$ cat src/rtl/branch_resolve_ctrl.sv
// Conditional-branch resolution in EX: taken decode, 2-bit BHT for fetch prediction,
// and a mispredict redirect sequencer with flush/stall and branch statistics.
module branch_resolve_ctrl #(
  parameter int XLEN      = 32,
  parameter int BHT_IDX_W = 6,
  parameter int CNT_W     = 32
) (
  input  logic              clk,
  input  logic              rst,
  input  logic [XLEN-1:0]   if_pc,
  output logic              if_pred_taken,
  input  logic              br_valid,
  input  logic [2:0]        br_funct3,
  input  logic [XLEN-1:0]   br_pc,
  input  logic [XLEN-1:0]   br_target,
  input  logic              br_pred_taken,
  output logic              BrUn,
  input  logic              BrEq,
  input  logic              BrLT,
  output logic              redir_valid,
  input  logic              redir_ready,
  output logic [XLEN-1:0]   redir_pc,
  output logic              flush,
  output logic              stall,
  output logic [CNT_W-1:0]  br_count,
  output logic [CNT_W-1:0]  mispred_count
);

  localparam int BHT_N = 1 << BHT_IDX_W;

  typedef enum logic {IDLE, REDIRECT} state_t;

  state_t                  state;
  logic [1:0]              bht [BHT_N];
  logic                    taken;
  logic                    legal;
  logic                    resolve;
  logic                    mispredict;
  logic [BHT_IDX_W-1:0]    if_idx;
  logic [BHT_IDX_W-1:0]    br_idx;

  assign BrUn   = br_funct3[1];
  assign if_idx = if_pc[BHT_IDX_W+1:2];
  assign br_idx = br_pc[BHT_IDX_W+1:2];

  // Fetch reads the array directly, so a same-cycle update is not yet visible.
  assign if_pred_taken = bht[if_idx][1];

  always_comb begin
    taken = 1'b0;
    legal = 1'b1;
    case (br_funct3)
      3'b000:  taken = BrEq;
      3'b001:  taken = !BrEq;
      3'b100:  taken = BrLT;
      3'b101:  taken = !BrLT;
      3'b110:  taken = BrLT;
      3'b111:  taken = !BrLT;
      default: legal = 1'b0;
    endcase
  end

  assign resolve    = (state == IDLE) && br_valid && legal;
  assign mispredict = resolve && (taken != br_pred_taken);
  assign stall      = (state == REDIRECT);

  always_ff @(posedge clk or posedge rst) begin
    if (rst) begin
      for (int i = 0; i < BHT_N; i++) bht[i] <= 2'b01;
    end else if (resolve) begin
      if (taken && bht[br_idx] != 2'b11)
        bht[br_idx] <= bht[br_idx] + 2'b01;
      else if (!taken && bht[br_idx] != 2'b00)
        bht[br_idx] <= bht[br_idx] - 2'b01;
    end
  end

  always_ff @(posedge clk or posedge rst) begin
    if (rst) begin
      state         <= IDLE;
      redir_valid   <= 1'b0;
      redir_pc      <= '0;
      flush         <= 1'b0;
      br_count      <= '0;
      mispred_count <= '0;
    end else begin
      flush <= 1'b0;
      case (state)
        IDLE: begin
          if (resolve) br_count <= br_count + CNT_W'(1);
          if (mispredict) begin
            mispred_count <= mispred_count + CNT_W'(1);
            redir_pc      <= taken ? br_target : br_pc + XLEN'(4);
            redir_valid   <= 1'b1;
            flush         <= 1'b1;
            state         <= REDIRECT;
          end
        end
        REDIRECT: begin
          if (redir_ready) begin
            redir_valid <= 1'b0;
            state       <= IDLE;
          end
        end
        default: state <= IDLE;
      endcase
    end
  end

endmodule
$ cat config.mk
export PLATFORM = sky130hd
export DESIGN_NAME = branch_resolve_ctrl
export DESIGN_NICKNAME = d
export VERILOG_FILES = /design/src/rtl/branch_resolve_ctrl.sv
export SDC_FILE = /design/constraint.sdc
export NUM_CORES = 1
export LEC_CHECK = 0
export BUFFER_PORTS_ARGS = -buffer_cell sky130_fd_sc_hd__buf_2
export CORE_MARGIN = 3
export CORE_UTILIZATION = 50
export CTS_BUF_LIST = sky130_fd_sc_hd__clkbuf_2 sky130_fd_sc_hd__clkbuf_4 sky130_fd_sc_hd__clkbuf_8
export DETAILED_ROUTE_END_ITERATION = 7
export HOLD_SLACK_MARGIN = 0.06
export PLACE_DENSITY = 0.8
export SETUP_SLACK_MARGIN = 0.3
export SLEW_MARGIN = 25
export SYNTH_ARGS = -nofsm -noshare
export SYNTH_HDL_FRONTEND = slang
export SYNTH_SLANG_ARGS = --single-unit
$ cat constraint.sdc
create_clock -name clk -period 6.5 [get_ports clk]
set_input_delay 0.325 -clock clk [delete_from_list [all_inputs] [get_ports clk]]
set_output_delay 0.325 -clock clk [all_outputs]
set_load 0.005 [all_outputs]
Yosys cells after proc, flatten, opt, wreduce, memory -nomap -nowiden
Index checks and enable logic that the tools add are counted.

cells by class
  add/sub/neg operators = 5
  multiply operators = 0
  div/mod/pow operators = 0
  $lt $le $gt $ge = 3
  equal/unequal tests = 9
  shift-type cells = 0
  mux-type cells = 22
  bitwise gates (word level) = 3
  reductions and logical operators = 19

operator list
  cell                                                                   number
  128-bit bitwise mux                                                    2
  128-bit two-way mux                                                    2
  32-bit by 1-bit adder with 32-bit output, second input constant        2
  32-bit by 3-bit adder with 32-bit output, second input constant        1
  32-bit two-way mux                                                     1
  2-bit binary-select mux with 6-bit select                              2
  7-bit greater-or-equal comparator, second input constant               2
  6-bit NOT with 7-bit output                                            2
  2-bit demux with 6-bit select                                          1
  3-bit equality test, second input constant                             4
  2-bit two-way mux                                                      5
  2-bit AND reduction                                                    4
  7-bit by 1-bit < comparator with 1-bit output, second input constant   1
  1-bit logical AND                                                      6
  1-bit two-way mux                                                      6
  2-bit inequality test, second input constant                           3
  6-bit OR reduction                                                     1
  1-bit case mux with 2 select lines                                     2
  1-bit case mux with 4 select lines                                     1
  2-bit nonzero test                                                     2
  2-bit OR reduction                                                     2
  3-bit by 1-bit equality test with 1-bit output, second input constant  1
  1-bit logical NOT                                                      3
  3-bit logical NOT                                                      1
  4 further kinds                                                        4

word-level totals
  register bits after elaboration = 227
  bits in latches = 0
  RAM bits = 0
  ROM bits = 0
  input bits = 106
  output and inout port bits = 101
  logic and storage cells = 131
  memories = 0

Logic depth before layout (Yosys ltp)
  depth in word-level cells = 8
  gate-level depth with buffers = 16

Least setup slack after synthesis
OpenSTA, ideal clock, no wires.

  kind = input to register
  from = input br_pc[3]
  to = register bht[71] in the netlist's numbering
  setup time = 125 ps
  arrival time = 3273 ps
  required time = 6375 ps
  path slack = 3102 ps
  stages on the path = 12
  buffers on the path = 4
  cells stage by stage = buf_6 buf_6 buf_6 mux4_1 o211ai_1 o2111ai_1 ha_1 mux2_4 or3_1 buf_6 nor2_4 mux2_2

between the ends
  longest elaborated chain between the ends = 8
  elaborated cells on any way between the ends = 21
  classes of those cells = add/sub (2); order compare (2); eq/ne (1); mux (9); bitwise (1); reduce/logical (6)

RTL lines
  what                                                                                 RTL line  source
  from (decl)                                                                          14        input logic [XLEN-1:0] br_pc,
  6-bit NOT with 7-bit output (implied by the code) *                                  --
  2-bit binary-select mux with 6-bit select, or another cell as far along              --
  2-bit two-way mux (implied by the code) / 1-bit logical AND (equally long branches)  --
  2-bit two-way mux (on tied branches)                                                 --
  2-bit by 1-bit subtractor with 2-bit output, or another cell as far along            74        bht[br_idx] <= bht[br_idx] - 2'b01;
  128-bit bitwise mux, or another cell as far along                                    74
  128-bit two-way mux / 2-bit nonzero test (equally long branches)                     --
  128-bit two-way mux / 2-bit AND reduction (equally long branches)                    --
  to (signal, indexed assignment)                                                      72        bht[br_idx] <= bht[br_idx] + 2'b01;
  to (signal, indexed assignment)                                                      74
  to (decl)                                                                            34        logic [1:0] bht [BHT_N];

Every way passes the cells marked *; elsewhere a longest branch is shown, timed or not. The select of a mux whose other input is x is not followed.
A chain may end at the register's enable or synchronous reset.

Final worst setup path
  from = input br_pc[2]
  to = register bht[5] in the netlist's numbering

The elaborated chain is that of the path after synthesis.

==> run_results.csv <==
group,metric,value,unit
run_status,status,"finished clean",
drt,avgViaCountPerCell,6.034,
drt,post_drt_wl_per_cell,20.18,um
power,internal_power,2770,uW
layout,syn2layout_area_growth,17.44,%
clock_tree,cts_sinks,227,
sta,finalCritPeriodShare,70.65,%
sta,skew,0.03641,ns
power,power.share.switching,29.05,%
drt,ant_nets,0,
global_route,antenna_found_initial,4,
sta,rsz0062_at_grt,"no",
flow_run,maxCapViolCount,0,
power,p_sw,1134,uW
synthesis,ys_warn_count,0,
clock_tree,cts_tree,"yes",
synthesis,ys_ff_latch,227,
synthesis,synthesis.area,11990,um2
layout,fillerInstances,1888,
clock_tree,root_buffer,"clkbuf_8",
clock_tree,htree_levels,2,
floorplan,die_x,160.9,um
power,p_per_area,277.3,nW/um2
floorplan,coreArea,23540,um2
clock_tree,clock_latency,0.54,ns
layout,drive_above_1_share,35.74,%
drt,wl,33020,um
floorplan,rows,56,
drt,met2_length,15490,um
critical_path,cp_data_arrival_time,4.99,ns
power,vdd_drop_max,136.2,uV
power,clkPwrFrac,34.5,%
synthesis,synth.yosys.seq_area_share,48.04,%
layout,finalNetCount,1396,
drt,drt_iter0_drc,1043,
clock_tree,cts_buffers,40,
clock_tree,clk_pin_slew,0.06,ns
floorplan,initial_core_util,50.93,%
critical_path,end_kind,"flop",
power,power,3904,uW
drt,routed.top_layer,"met5",
synthesis,syn_area_per_cell,10.89,um2
sta,worst_pin_slew,0.9172,ns
sta,setup_viol,0,
synthesis,yosysUniqueCellTypes,60,
global_route,grt_overflow,0,
global_route,gr-usage-all-layers,25.12,%
hold_path,hp-class,"in2reg",
floorplan,ios,207,
synthesis,synth_nets,1212,
place,port_buffers,180,
synthesis,synth_ff_type,"dfrtp_1",
drt,wl_met1,12980,um
sta,final_hold_viol_count,0,
synthesis,synth_edf_count,0,
sta,maxSlewViolCount,0,
power,p_comb_share,19.3,%
power,p_seq_share,46.2,%
drt,vias,9872,
critical_path,crit_type,"in2reg",
sta,timing.fmax,0.2178,GHz
global_route,grt_pass1_wl,52580,um
floorplan,fp.dieArea,25870,um2
floorplan,die_y,160.9,um
drt,wl_met3,3175,um
synthesis,async_flop_share,100.0,%
critical_path,cp_max_fo,33,
global_route,grt_pass1_vias,9841,
clock_tree,cts_setup_buffers,0,
clock_tree,cts_hold_buf,17,
clock_tree,clockBufferDepth,3,
synthesis,synthCells,1101,
power,power.leakage,0.006400,uW
clock_tree,cts_resized,0,
place,hpwlAfterDp,21730,um
sta,layout_min_cycle_time,4.592,ns
global_route,grt_max_degree,140,
drt,drt_pre_antenna_iters,6,
critical_path,cp_data_required_time,6.89,ns
sta,max_slew_margin,38.85,%
place,gp_congestion,0.9278,
critical_path,start_kind,"input pin",
drt,drc_errors,0,
sta,tns,0,ns
==> worst max-delay path: stages <==
cell and delay (ns):
buf_2 0.68, clkinv_1 0.58, nor2_1 0.23, a21oi_1 0.06, o221ai_1 0.20, nand3_1 0.56, o2111a_1 0.39, ha_1 0.22
mux2i_1 0.61, nand3_1 0.45, nor2_1 0.29, mux2_2 0.36
==> power groups by stage <==
stage	combinational, uW	clock [uW]	sequential, uW
after floorplan	441	0	1800
after global placement	705	0	1810
after detailed placement	727	0	1820
after CTS	747	1370	1800
after global routing	822	1440	1830
final	752	1350	1810
==> path summary, 6_finish.rpt <==
check	startpoint	endpoint	slack, ns	depth (start not counted)
worst max-delay path	br_pc[2]	bht[5]	1.91	12
worst min-delay path	br_target[16]	redir_pc[16]	0.08	3
worst max register to register	flop	bht[5]	2.49	10
worst min register to register	mispred_count[31]	mispred_count[31]	0.47	1
max in group asynchronous	rst	br_count[9]	4.75	4
min in group asynchronous	rst	bht[91]	0.52	3
==> cells in the final DEF (no fill, tap or decap), types with 6 or more instances in the layout <==
cell type / instances
o21ai_0: 66
o211ai_1: 14
a31oi_1: 6
nand3_1: 50
nand4_1: 28
nand2_1: 103
dfrtp_1: 163
nor3_1: 7
a21oi_1: 26
and2_1: 6
nand2b_1: 6
clkbuf_4: 21
nor2_1: 98
mux2_2: 103
mux2i_1: 28
and4_1: 10
mux4_2: 24
buf_4: 10
a221oi_1: 9
dlygate4sd3_1: 17
and3_1: 19
buf_2: 180
nor2_4: 8
clkbuf_8: 47
o31ai_1: 23
dfstp_2: 64
or3_1: 12
a22oi_1: 6
xnor2_1: 49
xor2_1: 41
inv_1: 11
==> synthesized netlist by cell type (16+ instances only) <==
cell	number	area (um2)
dfrtp_1	163	4079
mux2_2	103	1160
nand2_1	103	386.6
nor2_1	98	367.9
o21ai_0	66	330.3
dfstp_2	64	1682
nand3_1	50	250.2
xnor2_1	50	437.9
xor2_1	41	359.1
clkbuf_1	38	142.6
mux2i_1	28	280.3
nand4_1	28	175.2
a21oi_1	26	130.1
mux4_2	24	540.5
o31ai_1	23	172.7
and3_1	19	118.9
buf_2	16	80.08
==> through the flow <==
step	util, %	setup slack [ns]	hold slack, ns	instance area [um2]	cells
floorplan	-	3.102	0.4139	11990	1101
global placement	55.54	1.541	0.4506	13080	1545
detailed placement	55.54	1.384	0.4610	13080	1545
CTS	59.78	1.957	0.06044	14070	1634
global route	59.81	1.606	0.08746	14080	1636
finish	59.81	1.908	0.07727	14080	1636
==> cell type report <==
type	instances	area, um2	share of cell area (%)
Sequential cell	227	5761	40.91
Tap cell	319	399.1	2.835
Clock inverter	4	22.52	0.1599
Antenna cell	2	5.005	0.03554
Timing Repair Buffer	208	1166	8.282
Clock buffer	68	804.5	5.714
Inverter	14	56.30	0.3999
Multi-Input combinational cell	794	5867	41.67
==> per-layer routing <==
layer	up-vias	GRT usage, %
met5	-	0.3788
met4	4	10.25
met3	119	6.551
met2	567	40.69
met1	4822	32.30
li1	4360	-
==> cell families (layout without fill, tap and decap cells) <==
group           count (synthesis)  count (layout)  share of synthesized area (%)
compound gates                176             176                          9.298
xor+xnor                       92              92                          6.783
fa+ha+maj                       5               5                         0.5218
buf+inv                        80             294                          3.151
flops                         227             227                          48.04
mux                           160             160                          17.52
other cells                     0               2                              0
simple gates                  361             361                          14.68
No activity file was read; power rests on OpenSTA's default activity.
